**src/rtl/fltpt_add_pipe.sv**
```systemverilog
// Three-stage IEEE-754-style adder/subtractor: S1 unpack/classify/swap/align,
// S2 add-subtract/normalise, S3 round-to-nearest-even/pack/flags.
module fltpt_add_pipe #(
  parameter int EXP_W = 8,
  parameter int MAN_W = 23,
  localparam int W = 1 + EXP_W + MAN_W
) (
  input  logic         i_clk,
  input  logic         i_rst,
  input  logic         i_valid,
  output logic         o_ready,
  input  logic [W-1:0] i_a,
  input  logic [W-1:0] i_b,
  input  logic         i_sub,
  output logic         o_valid,
  input  logic         i_ready,
  output logic [W-1:0] o_result,
  output logic [3:0]   o_flags
);
  // Handshake: operands move in on i_valid && o_ready, results move out on
  // o_valid && i_ready; an unaccepted result freezes the whole pipe (o_ready=0).
  localparam int MW = MAN_W + 4;  // hidden + fraction + guard/round/sticky
  localparam logic [EXP_W-1:0] EMAX = '1;
  localparam logic [W-1:0] QNAN = {1'b0, {EXP_W{1'b1}}, 1'b1, {(MAN_W-1){1'b0}}};

  logic w_stall, w_en;
  assign w_stall = o_valid && !i_ready;
  assign w_en    = !w_stall;
  assign o_ready = w_en;

  // ---------------- S1: unpack, classify, swap, align ----------------
  logic               w_sa, w_sb;
  logic [EXP_W-1:0]   w_ea, w_eb;
  logic [MAN_W-1:0]   w_fa, w_fb;
  logic               w_a_nan, w_b_nan, w_a_snan, w_b_snan, w_a_inf, w_b_inf;
  logic               w_swap, w_big_s, w_hid_big, w_hid_sml;
  logic [EXP_W-1:0]   w_e_big, w_e_sml, w_diff;
  logic [MAN_W-1:0]   w_f_big, w_f_sml;
  logic [MW-1:0]      w_ext_sml, w_mask, w_aligned;
  logic               w_spec, w_spec_nv;
  logic [W-1:0]       w_spec_res;

  assign w_sa = i_a[W-1];
  assign w_ea = i_a[W-2:MAN_W];
  assign w_fa = i_a[MAN_W-1:0];
  assign w_sb = i_b[W-1] ^ i_sub;
  assign w_eb = i_b[W-2:MAN_W];
  assign w_fb = i_b[MAN_W-1:0];

  assign w_a_nan  = (w_ea == EMAX) && (w_fa != '0);
  assign w_b_nan  = (w_eb == EMAX) && (w_fb != '0);
  assign w_a_snan = w_a_nan && !w_fa[MAN_W-1];
  assign w_b_snan = w_b_nan && !w_fb[MAN_W-1];
  assign w_a_inf  = (w_ea == EMAX) && (w_fa == '0);
  assign w_b_inf  = (w_eb == EMAX) && (w_fb == '0);

  // Larger magnitude goes to the "big" lane so subtraction never goes negative.
  assign w_swap    = {w_eb, w_fb} > {w_ea, w_fa};
  assign w_big_s   = w_swap ? w_sb : w_sa;
  assign w_hid_big = w_swap ? (w_eb != '0) : (w_ea != '0);
  assign w_hid_sml = w_swap ? (w_ea != '0) : (w_eb != '0);
  assign w_e_big   = w_swap ? ((w_eb == '0) ? EXP_W'(1) : w_eb) : ((w_ea == '0) ? EXP_W'(1) : w_ea);
  assign w_e_sml   = w_swap ? ((w_ea == '0) ? EXP_W'(1) : w_ea) : ((w_eb == '0) ? EXP_W'(1) : w_eb);
  assign w_f_big   = w_swap ? w_fb : w_fa;
  assign w_f_sml   = w_swap ? w_fa : w_fb;
  assign w_diff    = w_e_big - w_e_sml;
  assign w_ext_sml = {w_hid_sml, w_f_sml, 3'b000};
  assign w_mask    = (MW'(1) << w_diff) - MW'(1);

  always_comb begin
    w_aligned = w_ext_sml >> w_diff;
    if ({{(32-EXP_W){1'b0}}, w_diff} >= 32'(MAN_W + 3)) begin
      w_aligned = {{(MW-1){1'b0}}, |w_ext_sml};
    end else begin
      w_aligned[0] = w_aligned[0] | (|(w_ext_sml & w_mask));
    end
  end

  always_comb begin
    w_spec     = 1'b0;
    w_spec_nv  = 1'b0;
    w_spec_res = QNAN;
    if (w_a_nan || w_b_nan) begin
      w_spec    = 1'b1;
      w_spec_nv = w_a_snan || w_b_snan;
    end else if (w_a_inf && w_b_inf && (w_sa != w_sb)) begin
      w_spec    = 1'b1;
      w_spec_nv = 1'b1;
    end else if (w_a_inf) begin
      w_spec     = 1'b1;
      w_spec_res = {w_sa, EMAX, {MAN_W{1'b0}}};
    end else if (w_b_inf) begin
      w_spec     = 1'b1;
      w_spec_res = {w_sb, EMAX, {MAN_W{1'b0}}};
    end
  end

  logic             r1_valid, r1_spec, r1_spec_nv, r1_sign, r1_sub, r1_zsign;
  logic [W-1:0]     r1_spec_res;
  logic [EXP_W-1:0] r1_exp;
  logic [MW-1:0]    r1_mbig, r1_msml;

  // ---------------- S2: add/subtract, normalise ----------------
  logic [MW:0]      w_sum;
  logic [MW-1:0]    w_man;
  logic [EXP_W:0]   w_exp;
  int               w_lz, w_sh;
  logic             w_found;

  assign w_sum = r1_sub ? ({1'b0, r1_mbig} - {1'b0, r1_msml})
                        : ({1'b0, r1_mbig} + {1'b0, r1_msml});

  always_comb begin
    w_lz    = 0;
    w_found = 1'b0;
    for (int i = MW - 1; i >= 0; i--) begin
      if (!w_found) begin
        if (w_sum[i]) w_found = 1'b1;
        else          w_lz    = w_lz + 1;
      end
    end
    // Left shift stops at exponent 1 so tiny results fall out as subnormals.
    w_sh  = (w_lz < int'(r1_exp) - 1) ? w_lz : int'(r1_exp) - 1;
    w_man = w_sum[MW-1:0] << w_sh;
    w_exp = {1'b0, r1_exp} - (EXP_W+1)'(w_sh);
    if (w_sum[MW]) begin
      w_man = w_sum[MW:1] | {{(MW-1){1'b0}}, w_sum[0]};
      w_exp = {1'b0, r1_exp} + (EXP_W+1)'(1);
    end
  end

  logic             r2_valid, r2_spec, r2_spec_nv, r2_sign, r2_zsign;
  logic [W-1:0]     r2_spec_res;
  logic [EXP_W:0]   r2_exp;
  logic [MW-1:0]    r2_man;

  // ---------------- S3: round, pack, flags ----------------
  logic             w_inexact, w_rup, w_hid;
  logic [MAN_W+1:0] w_rnd;
  logic [MAN_W-1:0] w_frac;
  logic [EXP_W:0]   w_exp_r;
  logic [W-1:0]     w_res;
  logic [3:0]       w_flags;

  assign w_inexact = |r2_man[2:0];
  assign w_rup     = r2_man[2] && (r2_man[1] || r2_man[0] || r2_man[3]);
  assign w_rnd     = {1'b0, r2_man[MW-1:3]} + (MAN_W+2)'(w_rup);

  always_comb begin
    w_exp_r = r2_exp;
    w_frac  = w_rnd[MAN_W-1:0];
    w_hid   = w_rnd[MAN_W];
    if (w_rnd[MAN_W+1]) begin
      w_exp_r = r2_exp + (EXP_W+1)'(1);
      w_frac  = w_rnd[MAN_W:1];
      w_hid   = 1'b1;
    end
    w_res   = {r2_sign, (w_hid ? w_exp_r[EXP_W-1:0] : {EXP_W{1'b0}}), w_frac};
    w_flags = {2'b00, w_inexact && !w_hid, w_inexact};
    if (r2_spec) begin
      w_res   = r2_spec_res;
      w_flags = {r2_spec_nv, 3'b000};
    end else if (r2_man == '0) begin
      w_res   = {r2_zsign, {(W-1){1'b0}}};
      w_flags = 4'b0000;
    end else if (w_hid && (w_exp_r >= {1'b0, EMAX})) begin
      w_res   = {r2_sign, EMAX, {MAN_W{1'b0}}};
      w_flags = 4'b0101;
    end
  end

  logic         r3_valid;
  logic [W-1:0] r3_result;
  logic [3:0]   r3_flags;

  always_ff @(posedge i_clk or posedge i_rst) begin
    if (i_rst) begin
      r1_valid  <= 1'b0;
      r2_valid  <= 1'b0;
      r3_valid  <= 1'b0;
      r3_result <= '0;
      r3_flags  <= '0;
    end else if (w_en) begin
      r1_valid  <= i_valid;
      r2_valid  <= r1_valid;
      r3_valid  <= r2_valid;
      r3_result <= w_res;
      r3_flags  <= w_flags;
    end
  end

  always_ff @(posedge i_clk) begin
    if (w_en) begin
      r1_spec     <= w_spec;
      r1_spec_nv  <= w_spec_nv;
      r1_spec_res <= w_spec_res;
      r1_sign     <= w_big_s;
      r1_sub      <= w_sa ^ w_sb;
      r1_zsign    <= w_sa & w_sb;
      r1_exp      <= w_e_big;
      r1_mbig     <= {w_hid_big, w_f_big, 3'b000};
      r1_msml     <= w_aligned;
      r2_spec     <= r1_spec;
      r2_spec_nv  <= r1_spec_nv;
      r2_spec_res <= r1_spec_res;
      r2_sign     <= r1_sign;
      r2_zsign    <= r1_zsign;
      r2_exp      <= w_exp;
      r2_man      <= w_man;
    end
  end

  assign o_valid  = r3_valid;
  assign o_result = r3_result;
  assign o_flags  = r3_flags;
endmodule

```
**config.mk**
```make
export PLATFORM = sky130hd
export DESIGN_NAME = fltpt_add_pipe
export DESIGN_NICKNAME = d
export VERILOG_FILES = /design/src/rtl/fltpt_add_pipe.sv
export SDC_FILE = /design/constraint.sdc
export NUM_CORES = 1
export LEC_CHECK = 0
export ABC_AREA = 1
export CORE_ASPECT_RATIO = 0.75
export CORE_UTILIZATION = 40
export CTS_CLUSTER_DIAMETER = 120
export CTS_CLUSTER_SIZE = 10
export DETAILED_ROUTE_END_ITERATION = 10
export PLACE_DENSITY = 0.61
export SLEW_MARGIN = 10
export SYNTH_ARGS = -nofsm -noshare
export SYNTH_HDL_FRONTEND = slang
export SYNTH_SLANG_ARGS = --single-unit
```
**constraint.sdc**
```tcl
create_clock -name i_clk -period 52.8 [get_ports i_clk]
set_input_delay 13.2 -clock i_clk [delete_from_list [all_inputs] [get_ports i_clk]]
set_output_delay 13.2 -clock i_clk [all_outputs]
set_load 0.005 [all_outputs]
```
==> results of run 1 <==
flip-flops by register name, summed over array words and instances (netlist names), 2 cells and up:
name	cells
r1_exp	8
r1_mbig	24
r2_spec_res	2
r1_spec_res	2
r1_msml	27
r2_man	27
o_result	32
r2_exp	9
o_flags	4
through the flow:
step | cell area (sq um) | instances
floorplan | 19080 | 3020
global placement | 20530 | 3687
detailed placement | 20530 | 3687
CTS | 21070 | 3719
global route | 21070 | 3719
finish | 21070 | 3720
report_power, final:
| group | total [mW] | internal, mW | switching (mW) |
|---|---|---|---|
| Clock | 0.112 | 0.0607 | 0.0508 |
| Sequential | 0.216 | 0.179 | 0.0370 |
| Combinational | 0.689 | 0.213 | 0.475 |
| Total | 1.02 | 0.453 | 0.563 |
Yosys cell counts (3+ instances only):
library cell,number,area (sq um)
xor2_1,51,446.7
o31ai_1,12,90.09
o2111ai_1,3,26.28
xnor2_1,9,78.83
buf_2,11,55.05
a21oi_1,130,650.6
nor2_4,15,168.9
fa_1,3,60.06
nand3b_1,11,82.58
nor2_2,23,143.9
o221ai_1,5,43.79
nand3_1,278,1391
dfrtp_1,39,975.9
nand4_1,100,625.6
nand2_1,786,2950
and2_1,5,31.28
ha_1,151,1889
o211ai_1,9,67.56
buf_4,15,112.6
o21ai_0,216,1081
o22ai_1,42,262.8
clkinv_1,7,26.28
nor4_1,20,125.1
nand2_2,24,150.1
a211oi_1,7,52.55
buf_6,15,168.9
or2_2,16,100.1
clkbuf_1,38,142.6
nand3_2,11,110.1
o21a_1,3,22.52
edfxtp_1,108,3243
o21ai_1,20,100.1
nand2_4,8,90.09
nor3_1,40,200.2
inv_1,439,1648
nor2_1,223,837.1
inv_2,39,146.4
a31oi_1,7,43.79
mux2i_1,13,130.1
clkbuf_4,4,30.03
o21bai_1,10,75.07
final timing paths:
check / from / end / cells past startpoint
max: i_ready / o_ready / 4
min reg2reg: r1_zsign / r2_zsign / 0
max in group asynchronous: i_rst / o_result[9] / 3
min: r1_zsign / r2_zsign / 0
min in group asynchronous: i_rst / o_flags[2] / 3
max reg2reg: r1_mbig[17] / r2_exp[7] / 127
per-layer routing:
metal / track usage (%) / up-vias
met3: 3.522 / 44
met4: 4.750 / 2
met1: 42.45 / 9282
li1: - / 10110
met2: 37.77 / 712
met5: 0 / -
area by class of cell:
| cell class | count | area, sq um |
|---|---|---|
| clock buffer | 19 | 432.9 |
| inverter | 487 | 1834 |
| fill | 5000 | 25380 |
| timing repair buffer | 124 | 1196 |
| tap | 630 | 788.3 |
| clock inverter | 13 | 103.9 |
| antenna | 1 | 2.502 |
| multi-input combinational | 2299 | 12500 |
| sequential | 147 | 4219 |
logic make-up (layout without fill, tap and decap cells):
kind of cell             after synthesis  count (layout)
flip-flops                           147             147
AO/OA/AOI/OAI                        480             480
buffers and inverters                574             643
other                                  1              18
AND/OR/NAND/NOR                     1574            1574
XOR/XNOR                              61              61
adder cells (fa/ha/maj)              154             154
multiplexers                          13              13
worst max-delay path, cell delays in order:
cell and delay [ps]:
clkdlybuf4s50_1 470, nor2_2 60, inv_4 400, clkdlybuf4s50_1 680
==> out/qor.txt, run 1 <==
Post-cts resize count: 0
Final hold violation count: 0
Hold Path Class: flip-flop to flip-flop
Post-synthesis sequential area ratio: 22.19%
Detailed Place HPWL: 53700 um
Post-route ant nets: 0
Most frequent cells in the layout: nand2_1, inv_1, nand3_1
Die area: 48430 sq um
PwrDens: 48.21 nW/um^2
Syn Area/Cell: 6.331 sq um
Die span in y: 190.8 um
Setup bufs post-CTS: 0
Num Clock Sinks: 147
DP Worst Slack: 24750 ps
Main flop type after synthesis: edfxtp_1
I/O Pins: 107
Total negative setup slack: 0 ps
Yosys Warn Count: 0
Largest net degree at the start of global routing: 113
Max Used Layer: met5
Area added between synthesis and finish: 10.81%
Mapped Area: 19020 sq um
Worst reg-to-reg setup slack: 32370 ps
Post-synthesis register bit count: 147
Final #Nets: 3299
Detail Route met3 WL: 4583 um
Most common cell after layout, fill and taps aside: nand2_1
Vias/cell: 5.416
Final Total Pwr: 1.016 mW
Hold WS: 424.6 ps
Worst-Margin Slew: 1011 ps
Min Tclk post-route: 28030 ps
Clock skew: 11.57 ps
CP Class: input port to output pin
Port Buffers: 106
Initial antenna violation count: 1
Simple-gate share of the synthesized area: 37.58%
Final Util: 45.36%
Routed wl met2: 25270 um
Post-Route WL: 64380 um
Num rows: 68
Status: finished clean
Drt wl/cell: 17.31 um
Slew headroom: 32.52%
Clock Path Buffers: 2
Compound-Gate Fraction of Synth Area: 13.96%
Synth async-reset ratio: 26.53%
Clk_lat worst skew: 430 ps
Number of library cell types mapped by synthesis: 71
Routed length on met1: 33800 um
Post-synth EDFFs: 108
Count of pins over their slew limit: 0
Total GRT Usage: 26.71%
GPL Wtd Cong: 0.9677
Largest family of logic cells by synthesized area: simple AND/OR/NAND/NOR gates
Drt initial violations: 1934
Worst setup SP type: input port
Post-Syn Instances: 3004
Worst path required time: 39600 ps
Layout cell share with drive strength beyond 1: 6.507%
Drc violations: 0
Adder-cell share of the synthesized area: 10.25%
Number of global-route vias before repair: 18290
Clock Tree Root: clkbuf_16
Worst setup EP type: output pin
First-pass GRT wire length: 100800 um
Multiplexer share of the synthesized area: 0.6843%
GR Overflow Total: 0
Xor/xnor share of the synthesized area: 2.849%
Max cap viols: 0
Number of CTS-inserted buffers: 17
Fmax: 35.68 MHz
Final WS setup: 24770 ps
RSZ-0062 raised after global routing: false
Drt pass-1 iters: 6
Core area: 46450 sq um
CTS tree: done
Clock-pin slew on the worst setup and hold paths: 70 ps
Via count: 20150
Die width: 253.8 um
H-tree depth: 4
LEAKAGE: 10.14 nW
Fin crit share: 53.08%
Final setup fails: 0
Initial Utilization: 40.94%
Worst Path Max Fanout: 43
Cts hold-fix bufs: 0
WP data arrival: 14830 ps
Max VDD drop: 0.02597 mV
Power figures use the tool's default switching activity.
==> run 2, diff against run 1 <==
- PLACE_DENSITY: 0.61 -> 0.63
- clock period: 52.8 -> 24.5 ns (I/O delays scaled with it)
==> out/qor.txt, run 2 (synthesized netlist as in run 1, its figures left out) <==
Drt initial violations: 2224
Final hold violation count: 0
RSZ-0062 raised after global routing: false
Worst setup SP type: flip-flop
Critical path's slowest cell: clkinv_1
Core area: 46450 sq um
Top cell by count, worst path: ha_1
Antenna cells: 0
Num Clock Sinks: 147
Max reg flops: 32
Max cap viols: 0
Worst Path Max Fanout: 32
Die width: 253.8 um
Post-Route WL: 66510 um
LEAKAGE: 10.23 nW
Clock Path Buffers: 2
WP data arrival: 20760 ps
Most frequent cells in the layout: nand2_1, inv_1, nand3_1
Setup bufs post-CTS: 0
Final #Nets: 3303
First-pass GRT wire length: 103600 um
Drc violations: 0
Clock Tree Root: clkbuf_16
Max VDD drop: 0.05456 mV
Clk_lat worst skew: 460 ps
GR Overflow Total: 0
PwrDens: 105.4 nW/um^2
Drt pass-1 iters: 8
Die span in y: 190.8 um
Fin area: 21200 sq um
Min Tclk post-route: 20540 ps
Via count: 20370
Count of pins over their slew limit: 0
Num rows: 68
H-tree depth: 4
Port Buffers: 106
Total GRT Usage: 27.55%
Worst-Margin Slew: 1202 ps
Clock-pin slew on the worst setup and hold paths: 70 ps
Detailed Place HPWL: 54960 um
GPL Wtd Cong: 0.9410
I/O Pins: 107
Initial antenna violation count: 1
Most common cell after layout, fill and taps aside: nand2_1
Post-cts resize count: 0
Fin crit share: 83.85%
Hold Path Class: flip-flop to flip-flop
Number of global-route vias before repair: 18700
CP Class: flip-flop to flip-flop
Largest net degree at the start of global routing: 113
Number of CTS-inserted buffers: 17
Worst setup EP type: flip-flop
Final setup fails: 0
Initial Utilization: 40.94%
Total negative setup slack: 0 ps
Cts hold-fix bufs: 0
CTS tree: done
Placed inst area: 20560 sq um
Clock skew: 13.07 ps
Die area: 48430 sq um
Post-route ant nets: 0
Worst path max stage delay: 830 ps
Status: finished clean
Drt wl/cell: 17.87 um
Slew headroom: 18.99%
Vias/cell: 5.471
Area added between synthesis and finish: 11.49%
Layout cell share with drive strength beyond 1: 6.725%
Fmax: 48.68 MHz
Worst path required time: 24720 ps
Worst reg-to-reg setup slack: 3960 ps
## run 2: stage by stage
step / instances / hold slack [ps] / power, mW / util, % / setup slack [ps]
2_1_floorplan: 3020 / 400.3 / 1.448 / - / 7136
3_3_place_gp: 3691 / 411.1 / 1.907 / 44.27 / 4680
5_1_grt: 3723 / 431.3 / 2.415 / 45.64 / 2023
6_report: 3723 / 421.4 / 2.235 / 45.64 / 3957
4_1_cts: 3723 / 423.0 / 2.202 / 45.64 / 4113
3_5_place_dp: 3691 / 405.2 / 1.916 / 44.27 / 4170
## run 2: where the power goes
part / switching [mW] / internal [mW] / leakage (nW)
registers: 0.0764 / 0.385 / 1.63
clock network: 0.132 / 0.148 / 0.307
logic: 1.03 / 0.462 / 8.30
## run 2: worst max-delay path, delay by kind of cell, from the launching register on
family	cells	cell delay [ps]
buffers and inverters	24	2480
adders and majority gates	29	8800
xor gates and xnor gates	1	140
and+or+nand+nor	46	4340
AOI/OAI and AO/OA	26	3880
DFF	1	410
muxes	1	210
## run 2: path summary, 6_finish.rpt
check                                      from              end  cells past startpoint
worst min-delay path            r1_spec_res[22]  r2_spec_res[22]                      0
max in group asynchronous                 i_rst     o_result[15]                      3
worst max-delay path                 r1_mbig[8]        r2_exp[7]                    127
worst max register to register       r1_mbig[8]        r2_exp[7]                    127
worst min register to register  r1_spec_res[22]  r2_spec_res[22]                      0
min in group asynchronous                 i_rst     o_result[28]                      3
## run 2: layout make-up
cell class	count	area (sq um)
clock buffers	17	425.4
clock inverters	15	212.7
fillers	4868	25250
inverters	487	1834
multi-input cells	2299	12500
flip-flops and latches	147	4219
well taps	630	788.3
repair buffers	128	1226
## run 2: per-layer routing
metal	global-route usage [%]	up-vias	routed length, um
met5	0	-	0
met1	42.77	9442	33840
met3	4.477	45	5209
met2	39.14	758	26410
met4	5.723	0	1064
li1	-	10120	-
